File: config.mk
export PLATFORM = sky130hd
export DESIGN_NAME = hazard_ctrl
export DESIGN_NICKNAME = d
export VERILOG_FILES = /design/src/rtl/hazard_pkg.sv /design/src/rtl/raw_detect.sv /design/src/rtl/hazard_ctrl.sv
export SDC_FILE = /design/constraint.sdc
export NUM_CORES = 1
export LEC_CHECK = 0
export CAP_MARGIN = 40
export CORE_MARGIN = 5
export CORE_UTILIZATION = 40
export CTS_BUF_LIST = sky130_fd_sc_hd__clkbuf_8
export CTS_CLUSTER_SIZE = 10
export DETAILED_ROUTE_END_ITERATION = 10
export GPL_ROUTABILITY_DRIVEN = 0
export PLACE_DENSITY = 0.89
export SLEW_MARGIN = 40
export SYNTH_ARGS = -nofsm -noshare
export SYNTH_HDL_FRONTEND = slang
export SYNTH_SLANG_ARGS = --single-unit
File: constraint.sdc
create_clock -name clk -period 2.4 [get_ports clk]
set_input_delay 0.48 -clock clk [delete_from_list [all_inputs] [get_ports clk]]
set_output_delay 0.48 -clock clk [all_outputs]
set_load 0.05 [all_outputs]
File: src/rtl/hazard_pkg.sv
`default_nettype none
// ============================================================================
//  Module      : hazard_pkg
//  Description : Shared definitions for the pipeline hazard controller:
//                default register-address width and the 2-bit FSM state enum.
//  Revision    : 1.0  initial release
// ============================================================================
package hazard_pkg;

    localparam int AW_DEFAULT = 5;

    typedef enum logic [1:0] {
        ST_RUN   = 2'd0,   // normal flow
        ST_MC    = 2'd1,   // waiting on multicycle unit
        ST_BWAIT = 2'd2    // fetch frozen until branch resolves
    } state_t;

endpackage : hazard_pkg
`default_nettype wire

File: src/rtl/raw_detect.sv
`default_nettype none
// ============================================================================
//  Module      : raw_detect
//  Description : Read-after-write comparator between the ID-stage source
//                registers and one downstream destination register.
//  Ports       : rs1_addr/rs2_addr  ID source addresses
//                rs1_used/rs2_used  source actually read
//                regwrite/rd_addr   downstream instruction writes rd_addr
//                hit                RAW dependency exists
//  Revision    : 1.0  initial release
// ============================================================================
module raw_detect
    import hazard_pkg::*;
#(
    parameter int AW = AW_DEFAULT
) (
    input  logic [AW-1:0] rs1_addr,
    input  logic [AW-1:0] rs2_addr,
    input  logic          rs1_used,
    input  logic          rs2_used,
    input  logic          regwrite,
    input  logic [AW-1:0] rd_addr,
    output logic          hit
);

    // x0 is hard-wired zero, so a write to it never creates a dependency.
    always_comb begin
        hit = regwrite && (rd_addr != '0) &&
              ((rs1_used && (rs1_addr == rd_addr)) ||
               (rs2_used && (rs2_addr == rd_addr)));
    end

endmodule : raw_detect
`default_nettype wire

File: src/rtl/hazard_ctrl.sv
`default_nettype none
// ============================================================================
//  Module      : hazard_ctrl
//  Description : Pipeline hazard controller. Detects load-use / RAW data
//                hazards, handles branch freeze or flush, and stalls the
//                front end while a multicycle op occupies EX.
//  Ports       : clk, rst_n                 clock, async active-low reset
//                rs*_addr_id, rs*_used      ID-stage source operands
//                regwrite/memread/rd_idex   EX-stage instruction
//                regwrite/rd_exmem          MEM-stage instruction
//                branch_id, br_resolve_ex,  branch in ID / resolution in EX
//                br_taken_ex
//                mc_start_ex, mc_done       multicycle unit handshake
//                en_if/en_ifid/en_idex      pipeline register load enables
//                nop_ifid/nop_idex/nop_exmem bubble inserts
//                stall_cnt                  saturating stall/flush counter
//  Revision    : 1.0  initial release
// ============================================================================
module hazard_ctrl
    import hazard_pkg::*;
#(
    parameter int AW      = AW_DEFAULT,
    parameter bit FWD_EN  = 1'b1,
    parameter bit BR_MODE = 1'b1,
    parameter int CNT_W   = 16
) (
    input  logic             clk,
    input  logic             rst_n,
    input  logic [AW-1:0]    rs1_addr_id,
    input  logic [AW-1:0]    rs2_addr_id,
    input  logic             rs1_used,
    input  logic             rs2_used,
    input  logic             regwrite_idex,
    input  logic             memread_idex,
    input  logic [AW-1:0]    rd_idex,
    input  logic             regwrite_exmem,
    input  logic [AW-1:0]    rd_exmem,
    input  logic             branch_id,
    input  logic             br_resolve_ex,
    input  logic             br_taken_ex,
    input  logic             mc_start_ex,
    input  logic             mc_done,
    output logic             en_if,
    output logic             en_ifid,
    output logic             en_idex,
    output logic             nop_ifid,
    output logic             nop_idex,
    output logic             nop_exmem,
    output logic [CNT_W-1:0] stall_cnt
);

    localparam logic [CNT_W-1:0] c_CNT_ONE = CNT_W'(1);

    state_t           r_state;
    state_t           w_nxt;
    logic [CNT_W-1:0] r_cnt;

    logic w_hit_idex, w_hit_exmem, w_data_stall, w_taken;
    logic w_en_if, w_en_ifid, w_en_idex;
    logic w_nop_ifid, w_nop_idex, w_nop_exmem;
    logic w_count;

    raw_detect #(.AW(AW)) u_raw_idex (
        .rs1_addr (rs1_addr_id),
        .rs2_addr (rs2_addr_id),
        .rs1_used (rs1_used),
        .rs2_used (rs2_used),
        .regwrite (regwrite_idex),
        .rd_addr  (rd_idex),
        .hit      (w_hit_idex)
    );

    raw_detect #(.AW(AW)) u_raw_exmem (
        .rs1_addr (rs1_addr_id),
        .rs2_addr (rs2_addr_id),
        .rs1_used (rs1_used),
        .rs2_used (rs2_used),
        .regwrite (regwrite_exmem),
        .rd_addr  (rd_exmem),
        .hit      (w_hit_exmem)
    );

    // With forwarding only a load in EX cannot be bypassed in time; without
    // it any in-flight writer in EX or MEM must drain. WB is covered by the
    // write-before-read register file.
    assign w_data_stall = FWD_EN ? (w_hit_idex && memread_idex)
                                 : (w_hit_idex || w_hit_exmem);

    assign w_taken = BR_MODE && br_resolve_ex && br_taken_ex;

    always_comb begin
        w_nxt       = r_state;
        w_en_if     = 1'b1;
        w_en_ifid   = 1'b1;
        w_en_idex   = 1'b1;
        w_nop_ifid  = 1'b0;
        w_nop_idex  = 1'b0;
        w_nop_exmem = 1'b0;
        case (r_state)
            ST_RUN: begin
                // A multicycle op that completes in its first cycle needs no
                // stall, so lower-priority events are still evaluated.
                if (mc_start_ex && !mc_done) begin
                    w_en_if     = 1'b0;
                    w_en_ifid   = 1'b0;
                    w_en_idex   = 1'b0;
                    w_nop_exmem = 1'b1;
                    w_nxt       = ST_MC;
                end else if (w_taken) begin
                    // PC loads the target; the two wrong-path slots are killed.
                    w_nop_ifid  = 1'b1;
                    w_nop_idex  = 1'b1;
                end else if (w_data_stall) begin
                    w_en_if     = 1'b0;
                    w_en_ifid   = 1'b0;
                    w_nop_idex  = 1'b1;
                end else if (!BR_MODE && branch_id) begin
                    w_en_if     = 1'b0;
                    w_nop_ifid  = 1'b1;
                    w_nxt       = ST_BWAIT;
                end
            end
            ST_MC: begin
                // Branch resolution is impossible here: EX holds the mc op.
                if (mc_done) begin
                    w_nxt       = ST_RUN;
                end else begin
                    w_en_if     = 1'b0;
                    w_en_ifid   = 1'b0;
                    w_en_idex   = 1'b0;
                    w_nop_exmem = 1'b1;
                end
            end
            ST_BWAIT: begin
                if (br_resolve_ex) begin
                    w_nxt       = ST_RUN;
                end else begin
                    w_en_if     = 1'b0;
                    w_nop_ifid  = 1'b1;
                end
            end
            default: w_nxt = ST_RUN;
        endcase
    end

    // Outputs are forced to pass-through while reset is held, whatever state
    // the FSM was in when reset arrived.
    assign en_if     = w_en_if     || !rst_n;
    assign en_ifid   = w_en_ifid   || !rst_n;
    assign en_idex   = w_en_idex   || !rst_n;
    assign nop_ifid  = w_nop_ifid  && rst_n;
    assign nop_idex  = w_nop_idex  && rst_n;
    assign nop_exmem = w_nop_exmem && rst_n;

    assign w_count   = !w_en_if || w_nop_ifid || w_nop_idex;
    assign stall_cnt = r_cnt;

    always_ff @(posedge clk or negedge rst_n) begin
        if (!rst_n) begin
            r_state <= ST_RUN;
            r_cnt   <= '0;
        end else begin
            r_state <= w_nxt;
            if (w_count && (r_cnt != '1)) begin
                r_cnt <= r_cnt + c_CNT_ONE;
            end
        end
    end

endmodule : hazard_ctrl
`default_nettype wire
* Word-level counts from Yosys, hierarchy flattened
Cells that the tools add are included.
** Cells by class
- Add/subtract/negate cells :: 1
- Multipliers :: 0
- Div/mod/pow operators :: 0
- $lt $le $gt $ge :: 0
- Equality and inequality tests :: 8
- Shift-type cells :: 0
- Muxes and demuxes :: 24
- Bitwise operators :: 0
- Reduce and logical (&&, ||, !) cells :: 23
** Operators by type and width (number)
- $add A16 B1 Y16 const B :: 1
- $ne A16 B16 Y1 const B :: 1
- $mux W1 :: 15
- $logic_and A1 B1 Y1 :: 11
- $eq A5 B5 Y1 :: 2
- $pmux W1 S2 :: 4
- $logic_or A1 B1 Y1 :: 6
- $mux W2 :: 3
- $ne A2 B2 Y1 const B :: 3
- $pmux W2 S3 :: 1
- $reduce_bool A5 Y1 :: 1
- $logic_not A1 Y1 :: 3
- $pmux W1 S3 :: 1
- $reduce_and A3 Y1 :: 1
- $eq A2 B1 Y1 const B :: 1
- $eq A2 B2 Y1 const B :: 1
- $logic_not A2 Y1 :: 1
** Word-level totals
- Bits in registers :: 18
- Latch bits :: 0
- RAM bits :: 0
- Memory bits (read-only) :: 0
- Input port bits :: 32
- Output and inout bits :: 22
- Memories :: 0

* Depth between registers and ports, before layout
Gate-level depths: netlist of the first run.
- Word-level depth :: 13
- Mapped depth :: 8
- Mapped depth without buffers :: 7

* Modules after synthesis
From an unflattened synthesis of the first run, not the netlist that was laid out.
** Unflattened totals
- Cells, all modules :: 102
- Area total of the unflattened synthesis :: 1052.3 sq um
** Modules (own cells, without submodules)
- hazard_ctrl :: instances 1, cells each 85, area an instance 918.4 sq um, seq. area each 425.4 sq um
- raw_detect :: instances 1, cells each 17, area an instance 133.9 sq um, seq. area each 0.0 sq um

* Least setup slack after synthesis of the first run
Ideal clock, no wire load.
- Kind :: input -> output
- From :: in rd_idex[0]
- To :: out en_ifid
- Arrival time :: 2923 ps
- Slack :: -1003 ps
- Stages :: 6
- Cells stage by stage :: or4_1 o211ai_2 nor2_1 and3_1 o21ai_0 buf_4
** On the way
- Cells in the longest elaborated chain, start to end :: 10
- Elaborated cells between the ends (all ways) :: 14
** Ends and longest elaborated chain
- from (decl) :: line hazard_ctrl.sv:35 : input logic [AW-1:0] rd_idex,
- $eq A5 B5 Y1, on equally long branches :: line raw_detect.sv:29, raw_detect.sv:30
- $logic_and A1 B1 Y1, on equally long branches :: line raw_detect.sv:29, raw_detect.sv:30
- $logic_or A1 B1 Y1 :: line raw_detect.sv:29 : ((rs1_used && (rs1_addr == rd_addr)) ||
- $logic_and A1 B1 Y1 (*) :: line raw_detect.sv:28 : hit = regwrite && (rd_addr != '0) &&
- $logic_and A1 B1 Y1 (*) :: line hazard_ctrl.sv:86 : assign w_data_stall = FWD_EN ? (w_hit_idex && memread_idex)
- $mux W1 (*) :: line hazard_ctrl.sv:113 : end else if (w_data_stall) begin
- $mux W1 (*) :: line hazard_ctrl.sv:109 : end else if (w_taken) begin
- $mux W1 (*) :: line hazard_ctrl.sv:103 : if (mc_start_ex && !mc_done) begin
- $pmux W1 S2 (*) :: line hazard_ctrl.sv:99 : case (r_state)
- $logic_or A1 B1 Y1 (*) :: line hazard_ctrl.sv:149 : assign en_ifid = w_en_ifid || !rst_n;
- to (decl) :: line hazard_ctrl.sv:44 : output logic en_ifid,
Every way passes the cells marked *; elsewhere a longest branch is shown, timed or not.

* Final worst setup path of the first run
- From :: in rd_idex[2]
- To :: out en_if
** On the way
- Cells in the longest elaborated chain, start to end :: 10
- Elaborated cells between the ends (all ways) :: 14
** Ends and longest elaborated chain
- $eq A5 B5 Y1, on equally long branches :: line raw_detect.sv:29, raw_detect.sv:30
- $logic_and A1 B1 Y1, on equally long branches :: line raw_detect.sv:29, raw_detect.sv:30
- $logic_or A1 B1 Y1 :: line raw_detect.sv:29
- $logic_and A1 B1 Y1 (*) :: line raw_detect.sv:28
- $logic_and A1 B1 Y1 (*) :: line hazard_ctrl.sv:86
- $mux W1 (*) :: line hazard_ctrl.sv:113
- $mux W1 (*) :: line hazard_ctrl.sv:109
- $mux W1 (*) :: line hazard_ctrl.sv:103
- $pmux W1 S3 (*) :: line hazard_ctrl.sv:99
- $logic_or A1 B1 Y1 (*) :: line hazard_ctrl.sv:148 : assign en_if = w_en_if || !rst_n;
- to (decl) :: line hazard_ctrl.sv:43 : output logic en_if,
Marked as above.

==> out/results.txt, run 1 <==
CTS sink cnt: 17
post-synthesis sequential area ratio: 42.13%
nets: 198
port bufs: 46
Synth area leaders: dfrtp_1, xnor2_1, xor2_1
post-synthesis average cell area: 9.709 sq um
GRT overflow: 0
Synth Instances: 104
initial drt markers: 6
GRT Resource Usage Total: 17.64%
Tmin final: 2.418 ns
CTS buffer count: 3
Core Rows: 18
number of flops mapped to enable cells by yosys: 0
worst slew pin tran: 0.5214 ns
reg2reg end: stall_cnt[4]$_DFFE_PN0P_
Seq cells post-synth: 17
Final Util: 70.34%
Clock Skew: 0.002944 ns
chip width: 60.24 microns
die area: 0.003629 sq mm
placed cell areas: 0.001639 sq mm
failing checks: setup timing
syn nets: 137
Max-Slew Margin vs Limit: 65.13%
Worst Setup Start Kind: input port
Critical Path RT: 1.92 ns
hpwl dp: 2.347 mm
DRC Markers: 0
Final Routed Wirelength: 2.947 mm
critical path arrival: 1.94 ns
Yosys warning total: 0
Fmax: 0.4135 GHz
root buf cell: clkbuf_8
Max-Cap Viols: 0
first-pass GRT wire length: 4.850 mm
initial antenna violation count: 0
status: complete, but fails checks
hold_buf cts: 0
area delta synth->final: 71.00%
pin count of the biggest net entering global routing: 17
drt pass-1 iters: 4
clock buffer depth: 2
Post-synth top cells: dfrtp_1, xnor2_1, xor2_1
Ant. Diodes: 0
Synth top area share: 42.13%
Slew Viols, Final: 0
static leakage: 0.7494 nW
Layout fillers: 188
# setup viols final: 2
critical path type: input port to output port
crit path capture type: output port
most frequent cell after synthesis: dfrtp_1
Crit Path Max Fanout: 2
DR vias/cell: 5.108
proportion of layout cells with a drive suffix above 1: 21.95%
chip height: 60.24 microns
drt wl/cell: 15.19 microns
post-route insts no fill: 194
worst min path class: input port to asynchronous set/reset pin
Synth async-reset ratio: 100.0%
CTS tree: yes
Fin Hold WS: 0.4643 ns
Distinct cells, synth: 28
Worst VDD drop: 0.9208 mV
H-Tree Depth: 1
Inst Count DP: 188
I/O pin total: 54
number of global-route vias before repair: 1090
top_reg_cell synth: dfrtp_1
final worst setup slack: -0.01834 ns
r2r setup slk: 0.50 ns
Power Density: 765.9 mW/mm^2
area leader, netlist: dfrtp_1
worst skew pair latency: 0.25 ns
final hold violations: 0
reg2reg path depth: 8
Worst-path clk slew: 0.06 ns
initial cell density of the core: 41.13%
antenna viol nets, final: 0
Core Region: 0.002455 sq mm
Final period util: 100.8%
Synth Cell Area: 0.001010 sq mm
design area: 0.001727 sq mm
RSZ-0062 raised after global routing: true
routed via count: 991
worst r2r src: stall_cnt[0]$_DFFE_PN0P_
## cells by family (layout without fill, tap and decap cells)
kind of cell / after synthesis / in the layout / synth area share, %
compound gates: 7 / 7 / 5.328
mux: 1 / 1 / 1.487
simple gates: 50 / 50 / 25.90
fa+ha+maj: 1 / 1 / 1.239
xor+xnor: 25 / 25 / 21.69
buf+inv: 3 / 63 / 2.230
flops: 17 / 17 / 42.13
## stage by stage
stage	setup slack, ns	TNS [ns]	power [mW]
final	-0.01834	-0.03315	1.322
after global routing	-0.06669	-0.1306	1.380
after global placement	-0.4021	-3.633	1.095
after floorplan	-0.07701	-0.07701	0.8471
after detailed placement	-0.4349	-4.146	1.114
after CTS	0.01085	0	1.325
## worst max-delay path by stage
stage,to,start,depth (start not counted)
after global placement,en_if,rd_idex[0],7
final,en_if,rd_idex[2],7
after floorplan,en_ifid,rd_idex[0],6
after detailed placement,en_if,rd_idex[0],7
after CTS,en_if,rd_idex[0],7
after global routing,en_if,rd_idex[2],7
## registers in the layout, summed over array words and instances (netlist names)
| name | flops |
|---|---|
| r_state | 1 |
| stall_cnt | 16 |
## layout make-up
cell class,count,area [sq um],share of cell area [%]
Timing Repair Buffer,58,613.1,35.51
Inverter,1,3.754,0.2174
Sequential cell,17,425.4,24.64
Multi-Input combinational cell,84,600.6,34.78
Tap cell,30,37.54,2.174
Clock buffer,3,41.29,2.391
Clock inverter,1,5.005,0.2899
## metal layers
metal  routed length, microns  track usage [%]  part of all wire [%]
met3                      239            4.536                   8.1
met4                       27            3.797                  0.92
met2                     1480            33.02                    50
met1                     1200            19.74                    41
met5                        0                0                     0
## power by group
| part | internal [mW] | leakage, nW | switching, mW |
|---|---|---|---|
| Sequential | 0.357 | 0.213 | 0.0877 |
| Clock | 0.115 | 0.0255 | 0.0954 |
| Combinational | 0.270 | 0.511 | 0.397 |
## layout by cell type (no fill, tap or decap), types with 2 or more instances in the layout
cell             Yosys  routed
buf_12               0       6
clkbuf_8             0       3
nor3b_1              3       3
xnor2_1             13      13
xor2_1              12      12
a21oi_2              1       2
nand2_1             10      10
dfrtp_1             17      17
nor2_1              10       9
nand3_1              4       4
nor3_1               6       6
clkdlybuf4s50_1      0      30
dlygate4sd2_1        0       3
buf_4                1      12
dlymetal6s2s_1       0       3
nand2b_1             4       4
nand4_1              5       5
buf_6                1       3
## what timing repair did
| item | 4_1_cts | 5_1_grt |
|---|---|---|
| gates resized for setup | 22 | 8 |
| setup buffers | 1 | 1 |
| pin swaps | 9 | 12 |
| endpoints found under the setup margin | 4 | 4 |
## critical path: stages
cell and delay (ns):
buf_6 0.09, or4_4 0.53, o211ai_2 0.21, nor2_2 0.06
and3_4 0.17, o21ai_4 0.22, buf_12 0.17
Note: power is estimated with default switching activity, not from simulation.
==> run 2: changes to the inputs <==
--- a/config.mk
+++ b/config.mk
@@ -5,6 +5,7 @@
 export SDC_FILE = /design/constraint.sdc
 export NUM_CORES = 1
 export LEC_CHECK = 0
+export ABC_CLOCK_PERIOD_IN_PS = 2400
 export CAP_MARGIN = 40
 export CORE_MARGIN = 5
 export CORE_UTILIZATION = 40
==> results of run 2 <==
No change in the layout: final DEF, timing and power equal those of run 1.
